<file path="config.mk">
export PLATFORM = sky130hd
export DESIGN_NAME = memory_stage_lsu
export DESIGN_NICKNAME = d
export VERILOG_FILES = /design/src/rtl/memory_stage_lsu.sv
export SDC_FILE = /design/constraint.sdc
export NUM_CORES = 1
export LEC_CHECK = 0
export BUFFER_PORTS_ARGS = -buffer_cell sky130_fd_sc_hd__buf_2
export CORE_UTILIZATION = 39
export CTS_CLUSTER_DIAMETER = 150
export DETAILED_ROUTE_END_ITERATION = 6
export PLACE_DENSITY = 0.69
export SYNTH_ARGS = -nofsm -noshare
export SYNTH_HDL_FRONTEND = slang
export SYNTH_SLANG_ARGS = --single-unit
</file>
<file path="constraint.sdc">
create_clock -name i_clk -period 2.2 [get_ports i_clk]
set_input_delay 0.11 -clock i_clk [delete_from_list [all_inputs] [get_ports i_clk]]
set_output_delay 0.11 -clock i_clk [all_outputs]
set_load 0.01 [all_outputs]
</file>
<file path="src/rtl/memory_stage_lsu.sv">
// -----------------------------------------------------------------------------
// memory_stage_lsu
//
// Load/store unit for the MEM stage of a 5-stage RISC-V pipeline. It turns a
// load or store in MEM into a single request on a simple ack-terminated data
// bus and holds the pipeline until the access finishes. When an access
// completes it returns the aligned, extended load result. Misaligned accesses
// are flagged and never reach the bus. A bounded wait turns a missing ack into
// a one-cycle bus error.
//
// Every access runs IDLE -> WAIT -> DONE. IDLE captures the instruction and
// stalls combinationally. WAIT holds the request until ack or timeout. DONE
// releases the stall for one cycle so that the held instruction can advance
// without being detected again.
//
// Parameters
//   TIMEOUT_CYCLES      WAIT cycles without ack before bus error (1..255)
//
// Ports
//   i_clk, i_reset          clock, synchronous active-high reset
//   i_insn_vld_memory       MEM-stage instruction valid
//   i_mem_rden/i_mem_wren   instruction is a load / store
//   i_lsu_op                funct3 (B, H, W, BU, HU)
//   i_alu_pc4_data_memory   effective address
//   i_rs2_data_memory       store data
//   o_dmem_*                bus request, direction, word address, data, lanes
//   i_dmem_ack/i_dmem_rdata one-cycle completion and read word
//   o_ld_data               registered load result for writeback
//   o_stall                 hold IF..EX/MEM and the MEM/WB input
//   o_misalign              current access is misaligned (suppressed)
//   o_bus_err               one-cycle pulse, access timed out
// -----------------------------------------------------------------------------
module memory_stage_lsu #(
    parameter int unsigned TIMEOUT_CYCLES = 255
) (
    input  logic        i_clk,
    input  logic        i_reset,
    input  logic        i_insn_vld_memory,
    input  logic        i_mem_rden,
    input  logic        i_mem_wren,
    input  logic [2:0]  i_lsu_op,
    input  logic [31:0] i_alu_pc4_data_memory,
    input  logic [31:0] i_rs2_data_memory,
    output logic        o_dmem_req,
    output logic        o_dmem_we,
    output logic [31:0] o_dmem_addr,
    output logic [31:0] o_dmem_wdata,
    output logic [3:0]  o_dmem_bmask,
    input  logic        i_dmem_ack,
    input  logic [31:0] i_dmem_rdata,
    output logic [31:0] o_ld_data,
    output logic        o_stall,
    output logic        o_misalign,
    output logic        o_bus_err
);

    typedef enum logic [1:0] {
        S_IDLE = 2'd0,
        S_WAIT = 2'd1,
        S_DONE = 2'd2
    } state_t;

    localparam logic [7:0] CNT_LAST = 8'(TIMEOUT_CYCLES - 1);

    state_t      state_q, state_d;
    logic [31:0] addr_q, addr_d;
    logic [2:0]  op_q, op_d;
    logic        rden_q, rden_d;
    logic        wren_q, wren_d;
    logic [31:0] sdata_q, sdata_d;
    logic [7:0]  cnt_q, cnt_d;
    logic [31:0] ld_data_q, ld_data_d;
    logic        bus_err_q, bus_err_d;

    logic        mem_op_w;
    logic        mis_w;
    logic        acc_w;

    // op[1:0] encodes size: 00 byte, 01 half, 1x word. op[2] selects unsigned.
    function automatic logic is_misaligned(input logic [2:0] op, input logic [1:0] off);
        return ((op[1:0] == 2'b01) && off[0]) || (op[1] && (off != 2'b00));
    endfunction

    function automatic logic [3:0] lane_mask(input logic [2:0] op, input logic [1:0] off);
        logic [3:0] m;
        case (op[1:0])
            2'b00:   m = 4'b0001 << off;
            2'b01:   m = off[1] ? 4'b1100 : 4'b0011;
            default: m = 4'b1111;
        endcase
        return m;
    endfunction

    // Replicating the store data across lanes lets bmask alone pick the bytes.
    function automatic logic [31:0] store_lanes(input logic [2:0] op, input logic [31:0] data);
        logic [31:0] w;
        case (op[1:0])
            2'b00:   w = {4{data[7:0]}};
            2'b01:   w = {2{data[15:0]}};
            default: w = data;
        endcase
        return w;
    endfunction

    function automatic logic [31:0] load_extract(input logic [2:0] op, input logic [1:0] off,
                                                 input logic [31:0] word);
        logic [31:0] sh;
        logic [31:0] r;
        sh = word >> {off, 3'b000};
        case (op)
            3'b000:  r = {{24{sh[7]}}, sh[7:0]};
            3'b100:  r = {24'd0, sh[7:0]};
            3'b001:  r = {{16{sh[15]}}, sh[15:0]};
            3'b101:  r = {16'd0, sh[15:0]};
            default: r = word;
        endcase
        return r;
    endfunction

    assign mem_op_w   = i_insn_vld_memory & (i_mem_rden | i_mem_wren);
    assign mis_w      = is_misaligned(i_lsu_op, i_alu_pc4_data_memory[1:0]);
    assign acc_w      = mem_op_w & ~mis_w;
    assign o_misalign = mem_op_w & mis_w;

    always_comb begin
        state_d    = state_q;
        addr_d     = addr_q;
        op_d       = op_q;
        rden_d     = rden_q;
        wren_d     = wren_q;
        sdata_d    = sdata_q;
        cnt_d      = cnt_q;
        ld_data_d  = ld_data_q;
        bus_err_d  = 1'b0;
        o_stall    = 1'b0;
        o_dmem_req = 1'b0;

        case (state_q)
            S_IDLE: begin
                // Stall in the same cycle so the pipeline holds the instruction
                // while it is captured.
                o_stall = acc_w;
                if (acc_w) begin
                    addr_d  = i_alu_pc4_data_memory;
                    op_d    = i_lsu_op;
                    rden_d  = i_mem_rden;
                    wren_d  = i_mem_wren;
                    sdata_d = i_rs2_data_memory;
                    cnt_d   = 8'd0;
                    state_d = S_WAIT;
                end
            end
            S_WAIT: begin
                o_dmem_req = 1'b1;
                o_stall    = 1'b1;
                // Ack has priority over a timeout in the same cycle.
                if (i_dmem_ack) begin
                    if (rden_q) begin
                        ld_data_d = load_extract(op_q, addr_q[1:0], i_dmem_rdata);
                    end
                    state_d = S_DONE;
                end else if (cnt_q == CNT_LAST) begin
                    bus_err_d = 1'b1;
                    state_d   = S_DONE;
                end else begin
                    cnt_d = cnt_q + 8'd1;
                end
            end
            S_DONE: begin
                // The held instruction leaves MEM at the end of this cycle, so
                // returning to IDLE without looking at acc avoids a replay.
                state_d = S_IDLE;
            end
            default: begin
                state_d = S_IDLE;
            end
        endcase
    end

    always_ff @(posedge i_clk) begin
        if (i_reset) begin
            state_q   <= S_IDLE;
            addr_q    <= 32'd0;
            op_q      <= 3'd0;
            rden_q    <= 1'b0;
            wren_q    <= 1'b0;
            sdata_q   <= 32'd0;
            cnt_q     <= 8'd0;
            ld_data_q <= 32'd0;
            bus_err_q <= 1'b0;
        end else begin
            state_q   <= state_d;
            addr_q    <= addr_d;
            op_q      <= op_d;
            rden_q    <= rden_d;
            wren_q    <= wren_d;
            sdata_q   <= sdata_d;
            cnt_q     <= cnt_d;
            ld_data_q <= ld_data_d;
            bus_err_q <= bus_err_d;
        end
    end

    // Bus-side fields come only from captured state, so they stay stable
    // while the request is outstanding.
    assign o_dmem_we    = wren_q;
    assign o_dmem_addr  = {addr_q[31:2], 2'b00};
    assign o_dmem_wdata = store_lanes(op_q, sdata_q);
    assign o_dmem_bmask = lane_mask(op_q, addr_q[1:0]);
    assign o_ld_data    = ld_data_q;
    assign o_bus_err    = bus_err_q;

endmodule

</file>
==> results.cfg, run 1 <==
[floorplan]
fp.dieH_um = 118
start_util = 0.407
num_io_pins = 210
rows = 41
die_w_um = 118
dieArea_um2 = 13900
core-area_um2 = 12900

[setup_path]
path_class = register to output pin
startpoint_type = register
cp-end-kind = output pin
cpLargestDelayFamily = flip-flops
required_ns = 2.09
slowest_stage = dfxtp_1
cp_data_arrival_time_ns = 1.74
critPathBufInv = 2
crit_fanout = 8
r2r_cells = 5
slowest_delay_ns = 0.40
path_cells = nor2_1 -> buf_4 -> mux2_2 -> buf_2
path_depth = 4

[power]
p_sw_frac = 0.259
p_clk_frac = 0.356
p_sw_mw = 1.12
pwr-share-comb = 0.153
p_leak_nw = 2.98
vdd_drop_max_mv = 0.349
intPower_mw = 3.22
power.density_nw_per_um2 = 625
p_seq_frac = 0.491

[cts]
cts-resized-gates = 0
cts_root_buffer = clkbuf_16
clock_latency_ns = 0.35
htreeDepth = 3
cts.clk_slew.worst_paths_ns = 0.07
cts_buffers = 9
cts_tree = yes
clock_path_buffers = 2
clock-sinks = 112
postCtsSetupBuffers = 0

[yosys]
synth_common_cells = 168 x nand2_1, 112 x dfxtp_1, 103 x a21oi_1
synth_top_area_share = 0.428
synth_top_area_cell = dfxtp_1
synthFlopType = dfxtp_1
synth_area_leaders = dfxtp_1 43%, nand2_1 12%, a21oi_1 9.8%, buf_4 5.9%, mux2_2 3.4%
synth_area_um2 = 5240
seq_area_frac_synth = 0.428
yosysWarnings = 0
async_flop_share = 0
synth.distinct_cells = 43
synth_most_common_cell = nand2_1
synth_edf_count = 0
syn_inst = 655
synth_area_per_cell_um2 = 8.00
ys_seq_elements = 112

[sta]
fmax_ghz = 0.539
hold_viol_final = 0
min_period_ns = 1.85
rsz0062_at_grt = false
tightest_slew_ns = 0.689
setup-tns-final_ns = 0
slew_headroom = 0.539
setup_violations = 0
skew_ns = 0.00613
finalCritPeriodShare = 0.843
finalMaxSlewViolations = 0

[run_status]
status = finished, final reports clean

[route]
ant_nets = 0
wirelength_mm = 15.6
num_vias = 5218
vias_per_cell = 5.07
drt_first_pass_iters = 5
drtIter0Drc = 293
drt-wirelength-per-cell_um = 15.2
remaining_drc_errors = 0

[final_layout]
fin_nets = 960
layout-drive-gt1-share = 0.305
diodes = 0
n_fill_cell = 1222
syn_to_final_growth_pct = 32.5
final_area_um2 = 6940

[job]
cap_violations = 0

[grt]
antenna_found_initial = 1
grt_pass1_vias = 4980
gr-total-overflow = 0
grt_max_degree = 65
grt_pass1_wl_mm = 24.9
grt.total_usage = 0.221

[min_path]
hold_path_depth = 3
hold_path.class = input pin to register

[placement]
gp_routability_congestion = 0.844
io_buffers = 207
postPlaceCellArea_um2 = 6130
dp_hpwl_mm = 10.5
## placed cells by master, fill, tap and decap left out, types with 9 or more instances in the layout
master	Yosys	routed
buf_2	10	206
nand2_1	168	168
dfxtp_1	112	111
a21oi_1	103	103
dlygate4sd3_1	0	54
nor2_1	29	29
a211oi_1	17	17
mux2i_1	16	16
mux2_2	16	16
buf_4	41	16
o221ai_1	15	15
inv_1	14	14
o21ai_0	13	13
clkbuf_16	0	9
## final cells by class
type                            instances  area [µm²]  share of cell area
Clock buffer                           13         260              0.0375
Clock inverter                          2        15.0             0.00216
Inverter                               14        52.6             0.00757
Multi-Input combinational cell        438        2420               0.349
Sequential cell                       112        2240               0.323
Tap cell                              172         215              0.0310
Timing Repair Buffer                  278        1730               0.249
## timing repair
item,in CTS,in global routing
hold endpoints to repair,54,0
endpoints found under the setup margin,0,0
hold buffers,54,0
## worst paths after layout
check                            start               end  slack, ns
max                            op_q[0]  o_dmem_wdata[15]       0.35
min          i_alu_pc4_data_memory[16]        addr_q[16]       0.01
max reg2reg                 state_q[0]     o_ld_data[27]       0.39
min reg2reg                 addr_q[11]        addr_q[11]       0.45
## power by group through the flow
stage               registers, mW  logic (mW)  clock network [mW]
floorplan                    2.17       0.375                   0
global placement             2.18       0.583                   0
detailed placement           2.18       0.583                   0
CTS                          2.13       0.658                1.58
global route                 2.14       0.721                1.66
finish                       2.13       0.664                1.55
## logic make-up after synthesis
kind of cell             after synthesis  share of synthesized area
multiplexers                          33                     0.0692
AO/OA/AOI/OAI                        177                      0.209
buffers and inverters                106                      0.111
AND/OR/NAND/NOR                      222                      0.174
other                                  1                   0.000715
adder cells (fa/ha/maj)                2                    0.00477
flip-flops                           112                      0.428
XOR/XNOR                               2                    0.00334
## flip-flops by register name, summed over array words and instances, names as in the netlist
name       count
o_ld_data     32
op_q           3
o_dmem_we      1
rden_q         1
cnt_q          8
o_bus_err      1
addr_q        32
state_q        2
sdata_q       32
## through the flow
step	cells	total power [mW]	worst slack, ns	util	hold slack, ns
after floorplan	656	2.54	0.614	-	0.246
after global placement	960	2.76	0.462	0.476	0.353
after detailed placement	960	2.76	0.406	0.476	0.356
after CTS	1029	4.37	0.291	0.539	0.00111
after global routing	1029	4.52	0.219	0.539	0.00580
final	1029	4.34	0.346	0.539	0.0130
## layer usage
| metal | up-vias | global-route usage | wire (µm) |
|---|---|---|---|
| met5 | - | 0 | 11 |
| met4 | 2 | 0.0777 | 248 |
| met3 | 21 | 0.0572 | 1030 |
| met2 | 193 | 0.375 | 7330 |
| met1 | 2395 | 0.269 | 6990 |
| li1 | 2607 | - | - |
## worst register-to-register path: cells and delay by family (launching register included)
kind / cells / cell delay [ns]
AND/OR/NAND/NOR: 2 / 0.71
buffers and inverters: 1 / 0.38
AO/OA/AOI/OAI: 2 / 0.20
flip-flops: 1 / 0.37
Note: power is estimated with default switching activity, not from simulation.
==> run 2, diff against run 1 <==
Clock period 2.2 ns to 1.8 ns, I/O delays scaled along.
==> run 2 against run 1 <==
  * Non-clock buffer count increased by 16
  * Global-route usage increased by 0.88 points
  * Cell count increased by 1.7%
  * Routed wire length increased by 2.3%
  * Sequential cell count unchanged
  * Largest cell class unchanged
  * Largest power group unchanged
==> results.cfg, run 2 (same netlist as run 1, synthesis figures left out) <==
[min_path]
hold_path_depth = 3
hold_path.class = input pin to register
hold_end = op_q[0]
min_from = i_lsu_op[0]

[sta]
skew_ns = 0.00443
setup-tns-final_ns = 0
setup_violations = 0
finalWorstSetupSlack_ns = 0.110
finalCritPeriodShare = 0.939
fin_worst_hold_slack_ns = 0.00796
tightest_slew_ns = 0.631
min_period_ns = 1.69
slew_headroom = 0.579
fmax_ghz = 0.592
hold_viol_final = 0
rsz0062_at_grt = false
finalMaxSlewViolations = 0

[setup_path]
critPathBufInv = 2
r2r_slack_ns = 0.19
path_class = register to output pin
path_cells = nor2_1 -> buf_4 -> mux2_2 -> buf_2
startpoint_type = register
cpLargestDelayFamily = flip-flops
r2r_end = o_ld_data[17]
r2r-start = addr_q[1]
slowest_delay_ns = 0.41
cp_data_arrival_time_ns = 1.60
slowest_stage = dfxtp_4
r2r_cells = 5
required_ns = 1.71
cp-end-kind = output pin
crit_fanout = 14

[grt]
grt_max_degree = 59
grtUsageMet1 = 0.272
grt_util_met2 = 0.392
grt_use_met3 = 0.0577
antenna_found_initial = 1
gr-total-overflow = 0
grt_pass1_vias = 5158
gr-max-usage-layer = met2
grt_pass1_wl_mm = 25.5
grt.total_usage = 0.230

[route]
wirelength_mm = 16.0
vias_per_cell = 5.06
ant_nets = 0
drt_first_pass_iters = 4
drtIter0Drc = 259
remaining_drc_errors = 0
drt-wirelength-per-cell_um = 15.3
num_vias = 5289

[final_layout]
syn_to_final_growth_pct = 36.9
n_fill_cell = 1176
layout_commonest_cell = buf_2
final_cell_mix = 206 x buf_2, 168 x nand2_1, 110 x dfxtp_1
final_area_um2 = 7170
layout-drive-gt1-share = 0.311
fin_util = 0.557
fin_nets = 976
diodes = 0
stdcell_count = 1046

[floorplan]
rows = 41
die_w_um = 118
start_util = 0.407
core-area_um2 = 12900
fp.dieH_um = 118
num_io_pins = 210
dieArea_um2 = 13900

[power]
p_leak_nw = 3.10
p_total_mw = 5.68
power.density_nw_per_um2 = 792
vdd_drop_max_mv = 0.479

[cts]
cts_tree = yes
cts_buffers = 9
htreeDepth = 3
clock_latency_ns = 0.36
cts_root_buffer = clkbuf_16
cts.clk_slew.worst_paths_ns = 0.07
clock_path_buffers = 2
clock-sinks = 112

[placement]
dp_hpwl_mm = 10.6
postPlaceCellArea_um2 = 6180
dp.cells = 965
place_ws_ns = 0.112
gp_routability_congestion = 0.862
io_buffers = 207

[run_status]
status = finished, final reports clean

[job]
cap_violations = 0
[run 2: cell types whose count changed in the layout (fill, tap and decap cells not counted), moves of 2 or more]
cell           before  now
dlygate4sd3_1      54   63
buf_4              16   20
buf_12              2    4
bufinv_16           0    2
clkbuf_1            2    0
clkinv_2            0    2
clkinvlp_4          2    0
[run 2: cell type report]
| type | count | area (µm²) | share of cell area |
|---|---|---|---|
| flip-flops and latches | 112 | 2250 | 0.313 |
| clock inverters | 5 | 78.8 | 0.0110 |
| repair buffers | 294 | 1900 | 0.265 |
| clock buffers | 11 | 253 | 0.0352 |
| well taps | 172 | 215 | 0.0300 |
| inverters | 14 | 52.6 | 0.00732 |
| multi-input cells | 438 | 2420 | 0.338 |
[run 2: per-layer routing]
| metal | up-vias | routed length, µm |
|---|---|---|
| li1 | 2631 | - |
| met2 | 206 | 7690 |
| met4 | 2 | 394 |
| met1 | 2423 | 6740 |
| met5 | - | 12 |
| met3 | 27 | 1120 |
[run 2: timing repair]
item | in CTS | in global routing
gates resized for setup | 2 | 1
hold buffers | 63 | 0
buffers inserted | 0 | 2
pin swaps | 0 | 1
setup endpoints to repair | 9 | 18
hold endpoints to repair | 63 | 0
[run 2: report_power, final]
part,switching [mW],leakage (nW),internal [mW],total (mW)
clock,0.929,0.165,1.29,2.22
sequential,0.0548,0.909,2.55,2.61
combinational,0.447,2.03,0.407,0.853
[run 2: worst max path at each step]
stage          slack (ns)          endpoint       from  cells after the start
6_report             0.11  o_dmem_wdata[15]    op_q[1]                      4
5_1_grt              0.01  o_dmem_wdata[29]    op_q[0]                      4
4_1_cts              0.04  o_dmem_wdata[21]    op_q[1]                      3
3_5_place_dp         0.11     o_ld_data[25]  addr_q[1]                      5
3_3_place_gp         0.12     o_ld_data[19]  addr_q[1]                      5
2_1_floorplan        0.21     o_ld_data[21]  addr_q[1]                      6
[run 2: worst min-delay path: cells and delay by family]
family                 cells  cell delay (ns)
buffers and inverters      1             0.11
and+or+nand+nor            1             0.07
AOI/OAI and AO/OA          1             0.06
